## src/rtl/pipeline_hazard_ctrl_pkg.sv

```systemverilog
// pipeline_ctrl_pkg: shared types for the pipeline hazard controller.
//   fwd_sel_t    - operand source select (regfile / EX result / MEM Dw)
//   ctrl_state_t - controller FSM state encoding
//   stage_info_t - per-stage scoreboard entry {valid, rd, regwrite, memread}
//   XZR          - zero register, never a hazard source
//   src_hit()    - true when a stage entry will write the register a read port needs
package pipeline_ctrl_pkg;

  localparam logic [4:0] XZR = 5'd31;

  typedef enum logic [1:0] {
    FWD_RF  = 2'b00,
    FWD_EX  = 2'b01,
    FWD_MEM = 2'b10
  } fwd_sel_t;

  typedef enum logic [1:0] {
    ST_RUN   = 2'd0,
    ST_STALL = 2'd1,
    ST_FLUSH = 2'd2
  } ctrl_state_t;

  typedef struct packed {
    logic       valid;
    logic [4:0] rd;
    logic       regwrite;
    logic       memread;
  } stage_info_t;

  localparam stage_info_t STAGE_BUBBLE = '0;

  function automatic logic src_hit(stage_info_t e, logic [4:0] src, logic used);
    return e.valid & e.regwrite & (e.rd == src) & (src != XZR) & used;
  endfunction

endpackage

```

## src/rtl/pipeline_hazard_ctrl_if.sv

```systemverilog
// pipeline_hazard_ctrl_if: RF-stage request and hazard-control response bundle.
//   Inputs to the controller : id_valid, id_rn, id_ab, id_uses_rn, id_uses_ab,
//                              id_rd, id_regwrite, id_memread, ex_branch_taken
//   Outputs from controller  : stall_if, stall_id, flush_if, bubble_ex,
//                              fwd_a, fwd_b, ctrl_state, stall_count
// master = pipeline side driving RF-stage info, slave = hazard controller.
interface pipeline_hazard_ctrl_if;
  logic        id_valid;
  logic [4:0]  id_rn;
  logic [4:0]  id_ab;
  logic        id_uses_rn;
  logic        id_uses_ab;
  logic [4:0]  id_rd;
  logic        id_regwrite;
  logic        id_memread;
  logic        ex_branch_taken;
  logic        stall_if;
  logic        stall_id;
  logic        flush_if;
  logic        bubble_ex;
  logic [1:0]  fwd_a;
  logic [1:0]  fwd_b;
  logic [1:0]  ctrl_state;
  logic [31:0] stall_count;

  modport master (
    output id_valid, id_rn, id_ab, id_uses_rn, id_uses_ab,
           id_rd, id_regwrite, id_memread, ex_branch_taken,
    input  stall_if, stall_id, flush_if, bubble_ex,
           fwd_a, fwd_b, ctrl_state, stall_count
  );

  modport slave (
    input  id_valid, id_rn, id_ab, id_uses_rn, id_uses_ab,
           id_rd, id_regwrite, id_memread, ex_branch_taken,
    output stall_if, stall_id, flush_if, bubble_ex,
           fwd_a, fwd_b, ctrl_state, stall_count
  );
endinterface

```

## src/rtl/pipeline_hazard_ctrl_scoreboard.sv

```systemverilog
// hazard_scoreboard: three-entry EX/MEM/WB destination tracker and match logic.
//   clk, reset     - pipeline clock, synchronous active-high reset
//   id_info        - destination info of the instruction in RF
//   insert_bubble  - load an invalid entry into EX instead of id_info
//   src_a/use_a,
//   src_b/use_b    - RF-stage read registers and their port-used qualifiers
//   ex_hit_*/mem_hit_* - read port matches a pending writer in EX / MEM
//   ex_is_load     - the EX entry is a load
module hazard_scoreboard
  import pipeline_ctrl_pkg::*;
(
  input  logic        clk,
  input  logic        reset,
  input  stage_info_t id_info,
  input  logic        insert_bubble,
  input  logic [4:0]  src_a,
  input  logic        use_a,
  input  logic [4:0]  src_b,
  input  logic        use_b,
  output logic        ex_hit_a,
  output logic        ex_hit_b,
  output logic        mem_hit_a,
  output logic        mem_hit_b,
  output logic        ex_is_load
);

  stage_info_t ex_q, mem_q, wb_q;
  logic        wb_q_unused;

  // NOTE: sequential state uses non-blocking assignments so the shift reads
  // every stage's old value before any stage is overwritten.
  always_ff @(posedge clk) begin
    if (reset) begin
      ex_q  <= STAGE_BUBBLE;
      mem_q <= STAGE_BUBBLE;
      wb_q  <= STAGE_BUBBLE;
    end else begin
      ex_q  <= insert_bubble ? STAGE_BUBBLE : id_info;
      mem_q <= ex_q;
      wb_q  <= mem_q;
    end
  end

  assign ex_hit_a   = src_hit(ex_q,  src_a, use_a);
  assign ex_hit_b   = src_hit(ex_q,  src_b, use_b);
  assign mem_hit_a  = src_hit(mem_q, src_a, use_a);
  assign mem_hit_b  = src_hit(mem_q, src_b, use_b);
  assign ex_is_load = ex_q.memread;

  // The WB writer is tracked but never acted on: the regfile writes on the
  // falling edge, so an RF-stage read in the same cycle already sees it.
  assign wb_q_unused = ^wb_q;

endmodule

```

## src/rtl/pipeline_hazard_ctrl.sv

```systemverilog
// pipeline_hazard_ctrl: stall / flush / forwarding controller for a 5-stage pipe.
//   clk    - pipeline clock
//   reset  - synchronous, active-high; all outputs read 0 while asserted
//   bus    - pipeline_hazard_ctrl_if.slave (RF-stage info in, control out)
// Build option: define HAZARD_FORWARDING_EN to forward from EX/MEM and stall
// only on load-use; without it every EX/MEM dependency stalls and fwd_* is 00.
module pipeline_hazard_ctrl
  import pipeline_ctrl_pkg::*;
(
  input  logic                    clk,
  input  logic                    reset,
  pipeline_hazard_ctrl_if.slave   bus
);

  stage_info_t id_info;
  logic        ex_hit_a, ex_hit_b, mem_hit_a, mem_hit_b, ex_is_load;
  logic        hazard, stall, flush, bubble;
  fwd_sel_t    fwd_a, fwd_b;
  ctrl_state_t state_q, state_d;
  logic [31:0] stall_count_q;

  assign id_info = '{valid:    bus.id_valid,
                     rd:       bus.id_rd,
                     regwrite: bus.id_regwrite,
                     memread:  bus.id_memread};

  hazard_scoreboard u_scoreboard (
    .clk           (clk),
    .reset         (reset),
    .id_info       (id_info),
    .insert_bubble (bubble),
    .src_a         (bus.id_rn),
    .use_a         (bus.id_uses_rn),
    .src_b         (bus.id_ab),
    .use_b         (bus.id_uses_ab),
    .ex_hit_a      (ex_hit_a),
    .ex_hit_b      (ex_hit_b),
    .mem_hit_a     (mem_hit_a),
    .mem_hit_b     (mem_hit_b),
    .ex_is_load    (ex_is_load)
  );

`ifdef HAZARD_FORWARDING_EN
  // Only a load in EX cannot be bypassed; its data appears at MEM next cycle.
  assign hazard = ex_is_load & (ex_hit_a | ex_hit_b);
  assign fwd_a  = ex_hit_a ? FWD_EX : (mem_hit_a ? FWD_MEM : FWD_RF);
  assign fwd_b  = ex_hit_b ? FWD_EX : (mem_hit_b ? FWD_MEM : FWD_RF);
`else
  logic ex_is_load_unused;
  assign ex_is_load_unused = ex_is_load;
  // No bypass paths: wait until the producer reaches WB.
  assign hazard = ex_hit_a | ex_hit_b | mem_hit_a | mem_hit_b;
  assign fwd_a  = FWD_RF;
  assign fwd_b  = FWD_RF;
`endif

  // Next-state and control priority: a taken branch kills the RF instruction,
  // so any stall it would have caused is dropped.
  always_comb begin
    // NOTE: defaults are assigned before any branch so no path leaves a
    // variable unassigned, which would infer a latch.
    flush   = bus.ex_branch_taken;
    stall   = 1'b0;
    state_d = ST_RUN;
    if (!flush) begin
      stall = bus.id_valid & hazard;
    end
    bubble = stall | flush;
    if (flush) begin
      state_d = ST_FLUSH;
    end else if (stall) begin
      state_d = ST_STALL;
    end
  end

  always_ff @(posedge clk) begin
    if (reset) begin
      state_q <= ST_RUN;
    end else begin
      state_q <= state_d;
    end
  end

  // Saturating stall-cycle counter.
  always_ff @(posedge clk) begin
    if (reset) begin
      stall_count_q <= '0;
    end else if (stall && (stall_count_q != 32'hFFFF_FFFF)) begin
      stall_count_q <= stall_count_q + 32'd1;
    end
  end

  // Outputs are forced to zero while reset is held, even before the first
  // reset edge has cleared the registers.
  always_comb begin
    bus.stall_if    = 1'b0;
    bus.stall_id    = 1'b0;
    bus.flush_if    = 1'b0;
    bus.bubble_ex   = 1'b0;
    bus.fwd_a       = FWD_RF;
    bus.fwd_b       = FWD_RF;
    bus.ctrl_state  = ST_RUN;
    bus.stall_count = '0;
    if (!reset) begin
      bus.stall_if    = stall;
      bus.stall_id    = stall;
      bus.flush_if    = flush;
      bus.bubble_ex   = bubble;
      bus.fwd_a       = fwd_a;
      bus.fwd_b       = fwd_b;
      bus.ctrl_state  = state_q;
      bus.stall_count = stall_count_q;
    end
  end

endmodule

```

## src/flat_wrapper.sv

```systemverilog
// flat-port wrapper written by rule: the top's interface ports become plain ports
module pipeline_hazard_ctrl_flat import pipeline_ctrl_pkg::*;
  (clk, reset, bus_id_valid, bus_id_rn, bus_id_ab, bus_id_uses_rn, bus_id_uses_ab, bus_id_rd, bus_id_regwrite, bus_id_memread, bus_ex_branch_taken, bus_stall_if, bus_stall_id, bus_flush_if, bus_bubble_ex, bus_fwd_a, bus_fwd_b, bus_ctrl_state, bus_stall_count);
  pipeline_hazard_ctrl_if bus_i ();
  input  logic clk;
  input  logic reset;
  input wire logic [$bits(bus_i.id_valid)-1:0] bus_id_valid;
  input wire logic [$bits(bus_i.id_rn)-1:0] bus_id_rn;
  input wire logic [$bits(bus_i.id_ab)-1:0] bus_id_ab;
  input wire logic [$bits(bus_i.id_uses_rn)-1:0] bus_id_uses_rn;
  input wire logic [$bits(bus_i.id_uses_ab)-1:0] bus_id_uses_ab;
  input wire logic [$bits(bus_i.id_rd)-1:0] bus_id_rd;
  input wire logic [$bits(bus_i.id_regwrite)-1:0] bus_id_regwrite;
  input wire logic [$bits(bus_i.id_memread)-1:0] bus_id_memread;
  input wire logic [$bits(bus_i.ex_branch_taken)-1:0] bus_ex_branch_taken;
  output wire logic [$bits(bus_i.stall_if)-1:0] bus_stall_if;
  output wire logic [$bits(bus_i.stall_id)-1:0] bus_stall_id;
  output wire logic [$bits(bus_i.flush_if)-1:0] bus_flush_if;
  output wire logic [$bits(bus_i.bubble_ex)-1:0] bus_bubble_ex;
  output wire logic [$bits(bus_i.fwd_a)-1:0] bus_fwd_a;
  output wire logic [$bits(bus_i.fwd_b)-1:0] bus_fwd_b;
  output wire logic [$bits(bus_i.ctrl_state)-1:0] bus_ctrl_state;
  output wire logic [$bits(bus_i.stall_count)-1:0] bus_stall_count;
  assign bus_i.id_valid = bus_id_valid;
  assign bus_i.id_rn = bus_id_rn;
  assign bus_i.id_ab = bus_id_ab;
  assign bus_i.id_uses_rn = bus_id_uses_rn;
  assign bus_i.id_uses_ab = bus_id_uses_ab;
  assign bus_i.id_rd = bus_id_rd;
  assign bus_i.id_regwrite = bus_id_regwrite;
  assign bus_i.id_memread = bus_id_memread;
  assign bus_i.ex_branch_taken = bus_ex_branch_taken;
  assign bus_stall_if = bus_i.stall_if;
  assign bus_stall_id = bus_i.stall_id;
  assign bus_flush_if = bus_i.flush_if;
  assign bus_bubble_ex = bus_i.bubble_ex;
  assign bus_fwd_a = bus_i.fwd_a;
  assign bus_fwd_b = bus_i.fwd_b;
  assign bus_ctrl_state = bus_i.ctrl_state;
  assign bus_stall_count = bus_i.stall_count;
  pipeline_hazard_ctrl u_core (.clk(clk), .reset(reset), .bus(bus_i));
endmodule
```

## config.mk

```make
export PLATFORM = sky130hd
export DESIGN_NAME = pipeline_hazard_ctrl_flat
export DESIGN_NICKNAME = d
export VERILOG_FILES = /design/src/rtl/pipeline_hazard_ctrl_pkg.sv /design/src/rtl/pipeline_hazard_ctrl_if.sv /design/src/rtl/pipeline_hazard_ctrl_scoreboard.sv /design/src/rtl/pipeline_hazard_ctrl.sv /design/src/flat_wrapper.sv
export SDC_FILE = /design/constraint.sdc
export NUM_CORES = 1
export LEC_CHECK = 0
export ABC_AREA = 1
export CAP_MARGIN = 20
export CORE_AREA = 4 4 87 89
export DETAILED_ROUTE_END_ITERATION = 12
export DIE_AREA = 0 0 91 93
export PLACE_DENSITY = 0.77
export SLEW_MARGIN = 10
export SYNTH_ARGS = -nofsm -noshare
export SYNTH_HDL_FRONTEND = slang
export SYNTH_SLANG_ARGS = --single-unit
```

## constraint.sdc

```tcl
create_clock -name clk -period 4.85 [get_ports clk]
set_input_delay 0.97 -clock clk [delete_from_list [all_inputs] [get_ports clk]]
set_output_delay 0.97 -clock clk [all_outputs]
set_load 0.01 [all_outputs]
```

==> out/qor.yml <==
outcome:
  status: "finished clean"
routing:
  ant_nets: 0
  drt-met1-wl_mm: 3.72
  wl_mm: 8.18
  wire_per_inst_um: 12.5
  vias_per_cell: 4.94
  vias: 3233
  drtPass1Iterations: 5
  topRoutingLayerUsed: "met4"
  drc: 0
  met2_length_mm: 3.84
  wl_met3_um: 510
  drtIter0Drc: 169
floorplanning:
  die_x_um: 91
  die_h_um: 93
  rows: 30
  start_util_pct: 49.8
  io_pins: 65
  coreArea_sq_um: 6760
  dieArea_sq_um: 8460
power:
  p_int_mw: 0.634
  p_sw_mw: 0.184
  powerDensity_nw_per_um2: 201
  p_total_mw: 0.818
  ir_drop_mv: 0.0959
  combPwrFrac_pct: 8.0
  clkPwrFrac_pct: 43.0
  p_leak_nw: 1.60
  power_frac_seq_pct: 49.0
  p_sw_share_pct: 22.5
timing:
  fin_crit_sh_pct: 80.3
  fmax_mhz: 257
  finalHoldViolCount: 0
  final.min_clock_period_ns: 3.90
  whs_ns: 0.427
  finalMaxSlewViolations: 0
  setup_tns_ns: 0
  finalSetupViolations: 0
  rsz0062_at_grt: "no"
  fin_skew_ns: 0.00380
  slew_headroom_pct: 39.9
  worstMarginPinSlew_ns: 0.899
synthesis:
  synth_area_leader_cell: "dfxtp_1"
  synth-seq-cells: 48
  synth_top_cells_by_count: "nand2_1, nor2_1, inv_1"
  synth_top_area_share_pct: 28.6
  yosysWarnings: 0
  synth_area_leaders: "dfxtp_1, nand2_1, nor2_1"
  async_flop_share_pct: 0
  synth.avg_cell_area_sq_um: 6.40
  synth-seq-area-share_pct: 28.6
  syn-instance-count: 525
  synth_most_common_cell: "nand2_1"
  yosysUniqueCellTypes: 28
  netlist_area_sq_um: 3360
  synth-main-ff-cell: "dfxtp_1"
  synth-edff-count: 0
clock_tree:
  cts_tree: "built"
  cts_buffer_depth: 2
  post_cts.repair.setup_buffers: 0
  path_clk_slew_ns: 0.09
  cts_buffers: 5
  cts_resized: 0
  htree_levels: 2
  root_buffer: "clkbuf_8"
  cts_hold_buf: 0
  clk_latency_ns: 0.30
  numClockSinks: 48
global_route:
  grt_max_degree: 45
  grt_usage_pct: 19.9
  grt.overflow.total: 0
  antenna_found_initial: 0
  grt_pass1_vias: 3126
  grt_pass1_wl_mm: 14.1
final_layout:
  nNetsFinal: 597
  final_core_util_pct: 60.2
  num_antenna_cells: 0
  areaGrowthSynthToFinish_pct: 21.0
  drive_gt1_share_pct: 16.9
setup_path:
  slowest_stage: "clkdlybuf4s50_1"
  crit_path_end_kind: "output port"
  cp_max_fo: 4
  startpoint_type: "input port"
  cp_data_arrival_time_ns: 2.93
  worstPathRequired_ns: 3.88
  crit_type: "input port to output port"
  cp_cell_sequence: "clkdlybuf4s50_1, inv_2, nand2_1, nand2_1, nor2_1, nand3_1, nand2_1, nand2_2, nand2_2, nand3_2, nor2_1, clkdlybuf4s50_1"
  cpPeakStageDelay_ns: 0.55
  timing.critical_path.mode_cell: "nand2_1"
placement:
  dp_hpwl_mm: 6.27
  place_congestion: 0.899
  port_buffers: 59
flow_run:
  cap_violations: 0
hold_path:
  hold_path.class: "register to register"
[final cells by class]
type	count	area [sq um]
clock inverters	3	68.8
fillers	655	2690
repair buffers	62	621
flip-flops and latches	48	961
multi-input cells	379	1960
inverters	77	289
clock buffers	5	68.8
well taps	80	100
[power groups by stage]
stage / logic, mW / clock network [mW] / registers, mW
detailed placement: 0.0660 / 0 / 0.410
global route: 0.0738 / 0.375 / 0.401
global placement: 0.0649 / 0 / 0.410
CTS: 0.0665 / 0.357 / 0.401
floorplan: 0.0375 / 0 / 0.409
finish: 0.0659 / 0.352 / 0.401
[routing by layer]
metal / vias to the layer above / track usage (%)
met5: - / 0
met4: 0 / 5.03
met3: 13 / 4.26
met2: 99 / 33.2
met1: 1448 / 26.1
li1: 1673 / -
[path summary, 6_finish.rpt]
path                                               start                                 endpoint  slack [ns]  cells past startpoint
setup / recovery                            bus_id_ab[1]                             bus_stall_id        0.95                     12
hold / removal    u_core.u_scoreboard.ex_q[1]$_SDFF_PP0_  u_core.u_scoreboard.mem_q[1]$_SDFF_PP0_        0.43                      2
setup reg to reg    u_core.stall_count_q[1]$_SDFFE_PP0P_    u_core.stall_count_q[14]$_SDFFE_PP0P_        2.46                     11
hold reg to reg   u_core.u_scoreboard.ex_q[1]$_SDFF_PP0_  u_core.u_scoreboard.mem_q[1]$_SDFF_PP0_        0.43                      2
[layout by cell type, fill, tap and decap left out, types with 5 or more instances in the layout]
master,n
nor3_1,12
nand3_1,15
nand2_2,34
nand4_1,6
clkbuf_8,5
inv_2,11
nor2_1,87
nand2_1,138
clkdlybuf4s50_1,58
dfxtp_1,48
a21oi_2,30
inv_1,66
xor2_1,30
[registers in the layout, indices dropped and copies added, names as in the netlist]
name and count:
u_core.state_q 2, u_core.stall_count_q 32, u_core.u_scoreboard.mem_q 7, u_core.u_scoreboard.ex_q 7
[cell families (layout without fill, tap and decap cells)]
group | after synthesis | in the layout | synth area share (%)
AND/OR/NAND/NOR | 309 | 309 | 41.0
buffers and inverters | 101 | 147 | 13.4
flip-flops | 48 | 48 | 28.6
AO/OA/AOI/OAI | 35 | 35 | 8.71
XOR/XNOR | 30 | 30 | 7.82
adder cells (fa/ha/maj) | 1 | 1 | 0.372
other | 1 | 4 | 0.112
[critical path, delay by kind of cell]
family / cells / cell delay (ns)
buffers and inverters: 3 / 1.14
AND/OR/NAND/NOR: 9 / 0.81
[per-stage QoR]
step | setup WS, ns | cell area, sq um | std cells
floorplan | 1.91 | 3370 | 528
global placement | 0.962 | 3930 | 646
detailed placement | 0.948 | 3930 | 646
CTS | 0.945 | 4070 | 654
global route | 0.751 | 4070 | 654
finish | 0.954 | 4070 | 654
(Power assumes the default switching activity.)
